===== src/rtl/rv_pkg.sv =====
// Shared RV32 pipeline constants and inter-stage types.
// Imported by the fetch stage and its helper FIFO.
package rv_pkg;

    localparam int XLEN = 32;

    localparam logic [XLEN-1:0] NOP_INSTR = 32'h0000_0013;
    localparam logic [XLEN-1:0] PC_INC = 32'd4;
    localparam logic [XLEN-1:0] DEFAULT_RESET_PC = 32'h0000_0000;

    typedef struct packed {
        logic [XLEN-1:0] pc;
        logic [XLEN-1:0] instr;
    } if_entry_t;

    localparam if_entry_t IQ_RESET = '{pc: '0, instr: NOP_INSTR};

endpackage


===== src/rtl/sync_fifo2.sv =====
// Two-entry synchronous FIFO with flush; head is visible on dout.
// Storage keeps its last written contents when the FIFO is empty.
module sync_fifo2 #(
    parameter int WIDTH = 32,
    parameter logic [WIDTH-1:0] RESET_VAL = '0
) (
    input  logic             clk,
    input  logic             rst_n,
    input  logic             push,
    input  logic             pop,
    input  logic             clear,
    input  logic [WIDTH-1:0] din,
    output logic [WIDTH-1:0] dout,
    output logic             full,
    output logic             empty,
    output logic [1:0]       count
);

    logic [WIDTH-1:0] mem [2];
    logic             rd_ptr;
    logic             wr_ptr;
    logic             do_push;
    logic             do_pop;

    assign empty   = (count == 2'd0);
    assign full    = (count == 2'd2);
    assign do_pop  = pop && !empty;
    assign do_push = push && (!full || do_pop);
    assign dout    = mem[rd_ptr];

    always_ff @(posedge clk or negedge rst_n) begin
        if (!rst_n) begin
            mem[0] <= RESET_VAL;
            mem[1] <= RESET_VAL;
            rd_ptr <= 1'b0;
            wr_ptr <= 1'b0;
            count  <= 2'd0;
        end else if (clear) begin
            rd_ptr <= wr_ptr;
            count  <= 2'd0;
        end else begin
            if (do_push) begin
                mem[wr_ptr] <= din;
                wr_ptr      <= !wr_ptr;
            end
            if (do_pop) begin
                rd_ptr <= !rd_ptr;
            end
            count <= count
                   + {1'b0, do_push}
                   - {1'b0, do_pop};
        end
    end

endmodule


===== src/rtl/fetch_unit.sv =====
// Instruction fetch stage: PC, two-deep request credit, decode queue.
// Execute redirects flush the queue and drop stale memory responses.
module fetch_unit
    import rv_pkg::*;
#(
    parameter logic [XLEN-1:0] RESET_PC = DEFAULT_RESET_PC
) (
    input  logic            clk,
    input  logic            rst_n,
    input  logic            branch_true,
    input  logic [XLEN-1:0] branched_pc,
    output logic            imem_req_valid,
    input  logic            imem_req_ready,
    output logic [XLEN-1:0] imem_addr,
    input  logic            imem_rsp_valid,
    input  logic [XLEN-1:0] imem_rsp_data,
    output logic            if_valid,
    input  logic            if_ready,
    output logic [XLEN-1:0] if_instr,
    output logic [XLEN-1:0] if_pc
);

    logic [XLEN-1:0] fetch_pc;
    logic [XLEN-1:0] redirect_pc;
    logic [1:0]      drop_cnt;

    logic [1:0]      pq_count;
    logic [1:0]      iq_count;
    logic            pq_full;
    logic            pq_empty;
    logic            iq_full;
    logic            iq_empty;
    logic [XLEN-1:0] pq_head;
    if_entry_t       iq_in;
    if_entry_t       iq_head;

    logic [2:0]      occ;
    logic [1:0]      live_after;
    logic            req_fire;
    logic            rsp_keep;
    logic            rsp_drop;
    logic            iq_pop;
    logic            unused_bits;

    assign occ = {1'b0, pq_count}
               + {1'b0, iq_count};

    assign if_valid = !iq_empty;
    assign iq_pop   = if_valid && if_ready;
    assign if_pc    = iq_head.pc;
    assign if_instr = iq_head.instr;

    // A head leaving for decode this cycle frees its slot for a new request.
    assign imem_req_valid = rst_n && !branch_true
                         && ((occ - {2'b00, iq_pop}) < 3'd2);
    assign imem_addr = fetch_pc;
    assign req_fire  = imem_req_valid && imem_req_ready;

    assign rsp_keep = imem_rsp_valid && !branch_true
                   && (drop_cnt == 2'd0);
    assign rsp_drop = imem_rsp_valid && (drop_cnt != 2'd0);
    assign iq_in    = '{pc: pq_head, instr: imem_rsp_data};

    assign live_after = pq_count
                      - {1'b0, imem_rsp_valid && !pq_empty};
    assign redirect_pc = {branched_pc[XLEN-1:2], 2'b00};

    assign unused_bits = ^{pq_full, iq_full, branched_pc[1:0]};

    always_ff @(posedge clk or negedge rst_n) begin
        if (!rst_n) begin
            fetch_pc <= {RESET_PC[XLEN-1:2], 2'b00};
            drop_cnt <= 2'd0;
        end else if (branch_true) begin
            fetch_pc <= redirect_pc;
            drop_cnt <= live_after;
        end else begin
            if (req_fire) begin
                fetch_pc <= fetch_pc + PC_INC;
            end
            if (rsp_drop) begin
                drop_cnt <= drop_cnt - 2'd1;
            end
        end
    end

    sync_fifo2 #(
        .WIDTH     (XLEN),
        .RESET_VAL ('0)
    ) u_pq (
        .clk   (clk),
        .rst_n (rst_n),
        .push  (req_fire),
        .pop   (imem_rsp_valid),
        .clear (1'b0),
        .din   (fetch_pc),
        .dout  (pq_head),
        .full  (pq_full),
        .empty (pq_empty),
        .count (pq_count)
    );

    sync_fifo2 #(
        .WIDTH     (2 * XLEN),
        .RESET_VAL (IQ_RESET)
    ) u_iq (
        .clk   (clk),
        .rst_n (rst_n),
        .push  (rsp_keep),
        .pop   (iq_pop),
        .clear (branch_true),
        .din   (iq_in),
        .dout  (iq_head),
        .full  (iq_full),
        .empty (iq_empty),
        .count (iq_count)
    );

endmodule


===== config.mk =====
export PLATFORM = sky130hd
export DESIGN_NAME = fetch_unit
export DESIGN_NICKNAME = d
export VERILOG_FILES = /design/src/rtl/rv_pkg.sv /design/src/rtl/sync_fifo2.sv /design/src/rtl/fetch_unit.sv
export SDC_FILE = /design/constraint.sdc
export NUM_CORES = 1
export LEC_CHECK = 0
export ABC_CLOCK_PERIOD_IN_PS = 4750
export CORE_MARGIN = 2
export CORE_UTILIZATION = 40
export CTS_BUF_LIST = sky130_fd_sc_hd__clkbuf_16
export DETAILED_ROUTE_END_ITERATION = 7
export GPL_ROUTABILITY_DRIVEN = 0
export SYNTH_ARGS = -nofsm -noshare
export SYNTH_HDL_FRONTEND = slang
export SYNTH_SLANG_ARGS = --single-unit

===== constraint.sdc =====
create_clock -name clk -period 4.75 [get_ports clk]
set_clock_uncertainty 0.1 [all_clocks]
set_input_delay 0.7125 -clock clk [delete_from_list [all_inputs] [get_ports clk]]
set_output_delay 0.7125 -clock clk [all_outputs]
set_load 0.01 [all_outputs]

==> impl_metrics.tcl, run 1 <==
set metrics [dict create \
    dp_worst_setup_slack_ns 0.536 \
    area_delta_synth_final_pct 27.0 \
    final.setup.tns_ns 0 \
    clkPwrFrac 0.213 \
    drc_errors 0 \
    combPwrFrac 0.389 \
    dieArea_mm2 0.0265 \
    critPathCaptureType "primary output" \
    ys_async_sr_fraction 1.00 \
    synth_edf_count 0 \
    p_int_mw 5.59 \
    rr_startpoint "u_iq.count[1]" \
    period_needed_ns 4.06 \
    dp_hpwl_um 15400 \
    endpoint "imem_req_valid" \
    whs_ns 0.371 \
    placementRows 58 \
    crit_arrival_ns 3.24 \
    post_route_cells_drive_above_1_share 0.254 \
    dp.cells 1278 \
    die_h_um 163 \
    cp-startpoint "if_ready" \
    fin_crit_sh 0.854 \
    yosysTopAreaCell "dfrtp_1" \
    max_stage_delay_ns 0.51 \
    synth_top_area_frac 0.541 \
    drv_cap 0 \
    utilization 0.513 \
    synth_seq_area_share 0.557 \
    grt_pass1_wl_um 37900 \
    cts_buffers 25 \
    finalSetupViolations 0 \
    numPortBuffers 161 \
    power.total_mw 8.16 \
    cts.sinks 224 \
    timing.fmax_mhz 247 \
    fin_cells 1324 \
    p_leak_nw 5.59 \
    cts_max_path_buffers 3 \
    start_util 0.404 \
    root_buffer "clkbuf_16" \
    diodes 0 \
    grt_antenna_before_repair 0 \
    fp.dieW_um 163 \
    timing.final.hold_violations 0 \
    clk_pin_slew_ns 0.06 \
    critPathMostFrequentCell "clkdlybuf4s50_1" \
    slew_headroom 0.306 \
    rr_worst_depth 13 \
    grt_setup_unrepaired "false" \
    synth_seq_cells 224 \
    slowest_stage "clkdlybuf4s50_1" \
    syn_inst 820 \
    pin_count 168 \
    ys_warn_count 0 \
    power_density_mw_per_mm2 638 \
    ir_drop_uv 258 \
    nets 1055 \
    drt_iter0_drc 307 \
    synth_cell_type_count 50 \
    track_usage 0.180 \
    rrSetupSlack_ns 1.05 \
    reg2reg_to "u_pq.mem[45]" \
    power_frac_seq 0.398 \
    maxSlewViolCount 0 \
    layout_setup_ws_ns 0.694 \
    final_cell_area_mm2 0.0128 \
    postCtsSetupBuffers 0 \
    clkLatencyLatePin_ns 0.51 \
    drtAntennaViolNets 0 \
    grt_pass1_vias 6953 \
    p_sw_frac 0.314 \
    crit_required_ns 3.94 \
    grt_max_degree 84 \
    synthesis.area_mm2 0.0101 \
    crit_fanout 6 \
    synth_area_per_cell_um2 12.3 \
    switchingPower_mw 2.57 \
    dpl-instance-area_mm2 0.0121 \
    post_drt_wl_per_cell_um 17.7 \
    synth.area.top_cells "dfrtp_1 (54%), mux2_2 (21%), mux2i_1 (3.2%)" \
    start_kind "input pin" \
    first_pass_iters 4 \
    htree_levels 1 \
    status "finished clean" \
    min_path_type "reg2reg" \
    via_per_inst 5.17 \
    synth_most_common_cell "dfrtp_1" \
    path_class "in2out" \
    coreArea_mm2 0.0250 \
    cts_tree "done" \
    vias 6851 \
    cp_cell_sequence "clkdlybuf4s50_1 > and2_1 > ha_1 > inv_1 > nand2_1 > fa_1 > xnor2_1 > nor3_1 > clkdlybuf4s50_1" \
    wirelength_um 23500 \
    overflow 0 \
    synth_ff_type "dfrtp_1" \
    worst_pin_slew_ns 1.04 \
    synthTopCellsByCount "dfrtp_1 (218), mux2_2 (186), nand2_1 (77)" \
]
what timing repair did:
item	4_1_cts	5_1_grt
gates resized for setup	0	0
hold endpoints to repair	9	0
hold buffers	1	0
power groups by stage:
| stage | sequential, mW | combinational [mW] | clock, mW |
|---|---|---|---|
| final | 3.25 | 3.17 | 1.74 |
| after floorplan | 3.06 | 1.99 | 0 |
| after CTS | 3.26 | 3.23 | 1.79 |
| after global placement | 3.26 | 3.17 | 0 |
| after global routing | 3.36 | 3.47 | 1.88 |
| after detailed placement | 3.29 | 3.21 | 0 |
worst min-delay path by stage:
stage,from,to,slack (ns),cells after the start
2_1_floorplan,rst_n,drop_cnt[0],0.32,0
3_3_place_gp,u_iq.mem[55],u_iq.mem[55],0.36,2
3_5_place_dp,u_iq.mem[47],u_iq.mem[47],0.37,2
4_1_cts,u_iq.mem[60],u_iq.mem[60],0.38,2
5_1_grt,u_iq.mem[34],u_iq.mem[34],0.40,2
6_report,u_iq.mem[54],u_iq.mem[54],0.37,2
placed cells by master (no fill, tap or decap), types with 3 or more instances in the layout:
| cell | n |
|---|---|
| buf_12 | 3 |
| xor2_1 | 4 |
| clkinv_1 | 9 |
| and3_1 | 4 |
| o21ai_0 | 42 |
| or3_1 | 3 |
| o311ai_0 | 12 |
| a21oi_1 | 34 |
| dfrtp_1 | 217 |
| nor2_1 | 44 |
| nand2_1 | 76 |
| mux2i_1 | 32 |
| a31o_2 | 3 |
| clkdlybuf4s50_1 | 160 |
| xnor2_1 | 7 |
| nand4_1 | 11 |
| clkinv_2 | 4 |
| mux2_2 | 186 |
| clkbuf_16 | 25 |
| a31oi_1 | 3 |
| nand3_1 | 12 |
| inv_1 | 20 |
| conb_1 | 4 |
| o211ai_1 | 16 |
| ha_1 | 8 |
| buf_4 | 13 |
| dfstp_2 | 6 |
layer usage:
layer | vias to the layer above | wire length (um) | GRT usage
met5 | - | 0 | 0
met3 | 29 | 1290 | 0.0349
met2 | 168 | 10500 | 0.280
met4 | 0 | 372 | 0.0442
li1 | 3240 | - | -
met1 | 3414 | 11400 | 0.259
final cells by class:
type / instances / area (um^2)
fillers: 2249 / 12200
flip-flops and latches: 224 / 5610
multi-input cells: 533 / 4200
repair buffers: 178 / 1780
clock buffers: 25 / 626
well taps: 330 / 413
clock inverters: 20 / 106
inverters: 14 / 52.6
worst max-delay path: cells and delay by family:
family | cells | cell delay [ns]
buf+inv | 3 | 1.07
fa+ha+maj | 2 | 0.62
xor+xnor | 1 | 0.43
simple gates | 3 | 0.39
kinds of logic after synthesis:
logic type,share of synthesized area
xor gates and xnor gates,0.00956
muxes,0.240
AOI/OAI and AO/OA,0.0737
other,0.000372
and+or+nand+nor,0.0791
buffers and inverters,0.0289
DFF,0.557
adders and majority gates,0.0119
registers in the layout, indices dropped and copies added (netlist names):
| signal | count |
|---|---|
| u_iq.mem | 124 |
| u_iq.rd_ptr | 1 |
| u_pq.count | 2 |
| u_pq.wr_ptr | 1 |
| imem_addr | 30 |
| u_iq.wr_ptr | 1 |
| u_pq.mem | 60 |
| u_iq.count | 2 |
| drop_cnt | 2 |
| u_pq.rd_ptr | 1 |
Note: power is estimated with default switching activity, not from simulation.
==> run 2: changes to the inputs <==
--- a/config.mk
+++ b/config.mk
@@ -9,8 +9,10 @@
 export CORE_MARGIN = 2
 export CORE_UTILIZATION = 40
 export CTS_BUF_LIST = sky130_fd_sc_hd__clkbuf_16
+export CTS_CLUSTER_DIAMETER = 80
 export DETAILED_ROUTE_END_ITERATION = 7
 export GPL_ROUTABILITY_DRIVEN = 0
+export GPL_TIMING_DRIVEN = 1
 export SYNTH_ARGS = -nofsm -noshare
 export SYNTH_HDL_FRONTEND = slang
 export SYNTH_SLANG_ARGS = --single-unit
==> results of run 2 <==
Same layout as run 1: the final DEF is identical, and so are final timing and power.
==> run 3: changes to the inputs <==
--- a/config.mk
+++ b/config.mk
@@ -13,6 +13,7 @@
 export DETAILED_ROUTE_END_ITERATION = 7
 export GPL_ROUTABILITY_DRIVEN = 0
 export GPL_TIMING_DRIVEN = 1
+export SLEW_MARGIN = 40
 export SYNTH_ARGS = -nofsm -noshare
 export SYNTH_HDL_FRONTEND = slang
 export SYNTH_SLANG_ARGS = --single-unit
==> run 3 against run 2 <==
Against the previous run: die area stayed put; utilization hardly changed; clock power about the same; combinational power barely moved; sequential power hardly changed; cell area about the same; sequential share of layout area about the same; flip-flop and latch count did not move; critical endpoint unchanged; largest cell class unchanged.
==> impl_metrics.tcl, run 3 (synthesized netlist as in run 1, its figures left out) <==
set metrics [dict create \
    slew_headroom 0.473 \
    cts_tree "done" \
    slowest_stage "clkdlybuf4s50_1" \
    fin_cells 1321 \
    top_register "u_iq.mem" \
    wirelength_um 23400 \
    pin_count 168 \
    path_depth 10 \
    final.setup.tns_ns 0 \
    p_leak_nw 5.60 \
    diodes 0 \
    worst_pin_slew_ns 0.790 \
    power.total_mw 8.14 \
    start_kind "register" \
    nets 1055 \
    layout_commonest_cell "dfrtp_1" \
    timing.fmax_mhz 247 \
    status "finished clean" \
    grt_max_degree 84 \
    grt_antenna_before_repair 0 \
    worst-path-buf-inv 3 \
    finalSetupViolations 0 \
    cts_buffers 25 \
    die_h_um 163 \
    grt_setup_unrepaired "false" \
    largest_register_ff_count 124 \
    post_drt_wl_per_cell_um 17.7 \
    htree_levels 1 \
    fin_crit_sh 0.854 \
    grt_pass1_wl_um 37700 \
    overflow 0 \
    grt_pass1_vias 6883 \
    dieArea_mm2 0.0265 \
    critPathCaptureType "primary output" \
    post_route_cells_drive_above_1_share 0.255 \
    clkLatencyLatePin_ns 0.51 \
    maxSlewViolCount 0 \
    dp.cells 1278 \
    min_path_type "reg2reg" \
    rr_worst_depth 13 \
    crit_required_ns 3.94 \
    drt_iter0_drc 343 \
    drv_cap 0 \
    ir_drop_uv 293 \
    area_delta_synth_final_pct 26.9 \
    cp_top_family "buffers and inverters" \
    drtAntennaViolNets 0 \
    max_stage_delay_ns 0.51 \
    cts_max_path_buffers 3 \
    path_class "reg2out" \
    crit_fanout 6 \
    track_usage 0.179 \
    numPortBuffers 161 \
    start_util 0.404 \
    timing.final.hold_violations 0 \
    cp_cell_sequence "inv_1 > nand2_1 > and2_1 > ha_1 > inv_1 > nand2_1 > fa_1 > xnor2_1 > nor3_1 > clkdlybuf4s50_1" \
    dp_hpwl_um 15400 \
    layout_common_cells "dfrtp_1 (216), mux2_2 (186), clkdlybuf4s50_1 (160)" \
    clk_pin_slew_ns 0.06 \
    first_pass_iters 5 \
    placementRows 58 \
    drc_errors 0 \
    coreArea_mm2 0.0250 \
    power_density_mw_per_mm2 636 \
    fp.dieW_um 163 \
    cts.sinks 224 \
    crit_arrival_ns 3.24 \
    ctsResizeCount 0 \
    root_buffer "clkbuf_16" \
    via_per_inst 5.18 \
    period_needed_ns 4.05 \
    min_path_cells 2 \
    vias 6843 \
]
[run 3: timing repair]
action | CTS | global route
hold buffers | 1 | 0
endpoints found under the hold margin | 9 | 0
setup buffers | 0 | 0
endpoints found under the setup margin | 0 | 0
[run 3: final timing paths]
path                          startpoint        endpoint  slack, ns
max in group asynchronous          rst_n     u_iq.rd_ptr       2.44
max reg2reg                u_iq.count[1]    u_pq.mem[52]       1.05
max                        u_iq.count[1]  imem_req_valid       0.70
min                         u_iq.mem[54]    u_iq.mem[54]       0.37
min reg2reg                 u_iq.mem[54]    u_iq.mem[54]       0.37
min in group asynchronous          rst_n   u_iq.count[1]       0.55
[run 3: power by group]
group	internal, mW	leakage [nW]	switching, mW	total [mW]
Clock	0.996	0.384	0.730	1.73
Sequential	2.71	2.80	0.536	3.25
Combinational	1.88	2.41	1.29	3.17
Total	5.59	5.60	2.55	8.14
[run 3: final cells by class]
cell class	instances	area (um^2)
timing repair buffer	178	1790
multi-input combinational	533	4200
fill	2264	12200
tap	330	413
clock inverter	17	93.8
clock buffer	25	626
sequential	224	5620
inverter	14	52.6
[run 3: through the flow]
step,setup slack (ns),utilization,hold slack [ns],area [um^2]
floorplan,1.42,-,0.317,10100
global placement,0.571,0.483,0.357,12100
detailed placement,0.544,0.483,0.365,12100
CTS,0.705,0.512,0.378,12800
global route,0.549,0.513,0.400,12800
finish,0.696,0.513,0.371,12800
[run 3: per-layer routing]
| metal | GRT usage | part of all wire | up-vias |
|---|---|---|---|
| met2 | 0.275 | 0.45 | 173 |
| met3 | 0.0321 | 0.054 | 26 |
| met4 | 0.0406 | 0.014 | 0 |
| met5 | 0 | 0 | - |
| li1 | - | - | 3236 |
| met1 | 0.263 | 0.49 | 3408 |
[run 3: worst register-to-register path, cell delays in order (launching register included)]
cell      delay (ns)
dfrtp_1         0.42
inv_1           0.11
nand2_1         0.10
and2_1          0.22
ha_1            0.28
inv_1           0.08
nand2_1         0.07
fa_1            0.52
nand4b_1        0.19
or2_2           0.47
a21oi_2         0.23
and2b_1         0.20
buf_12          0.22
mux2_2          0.37
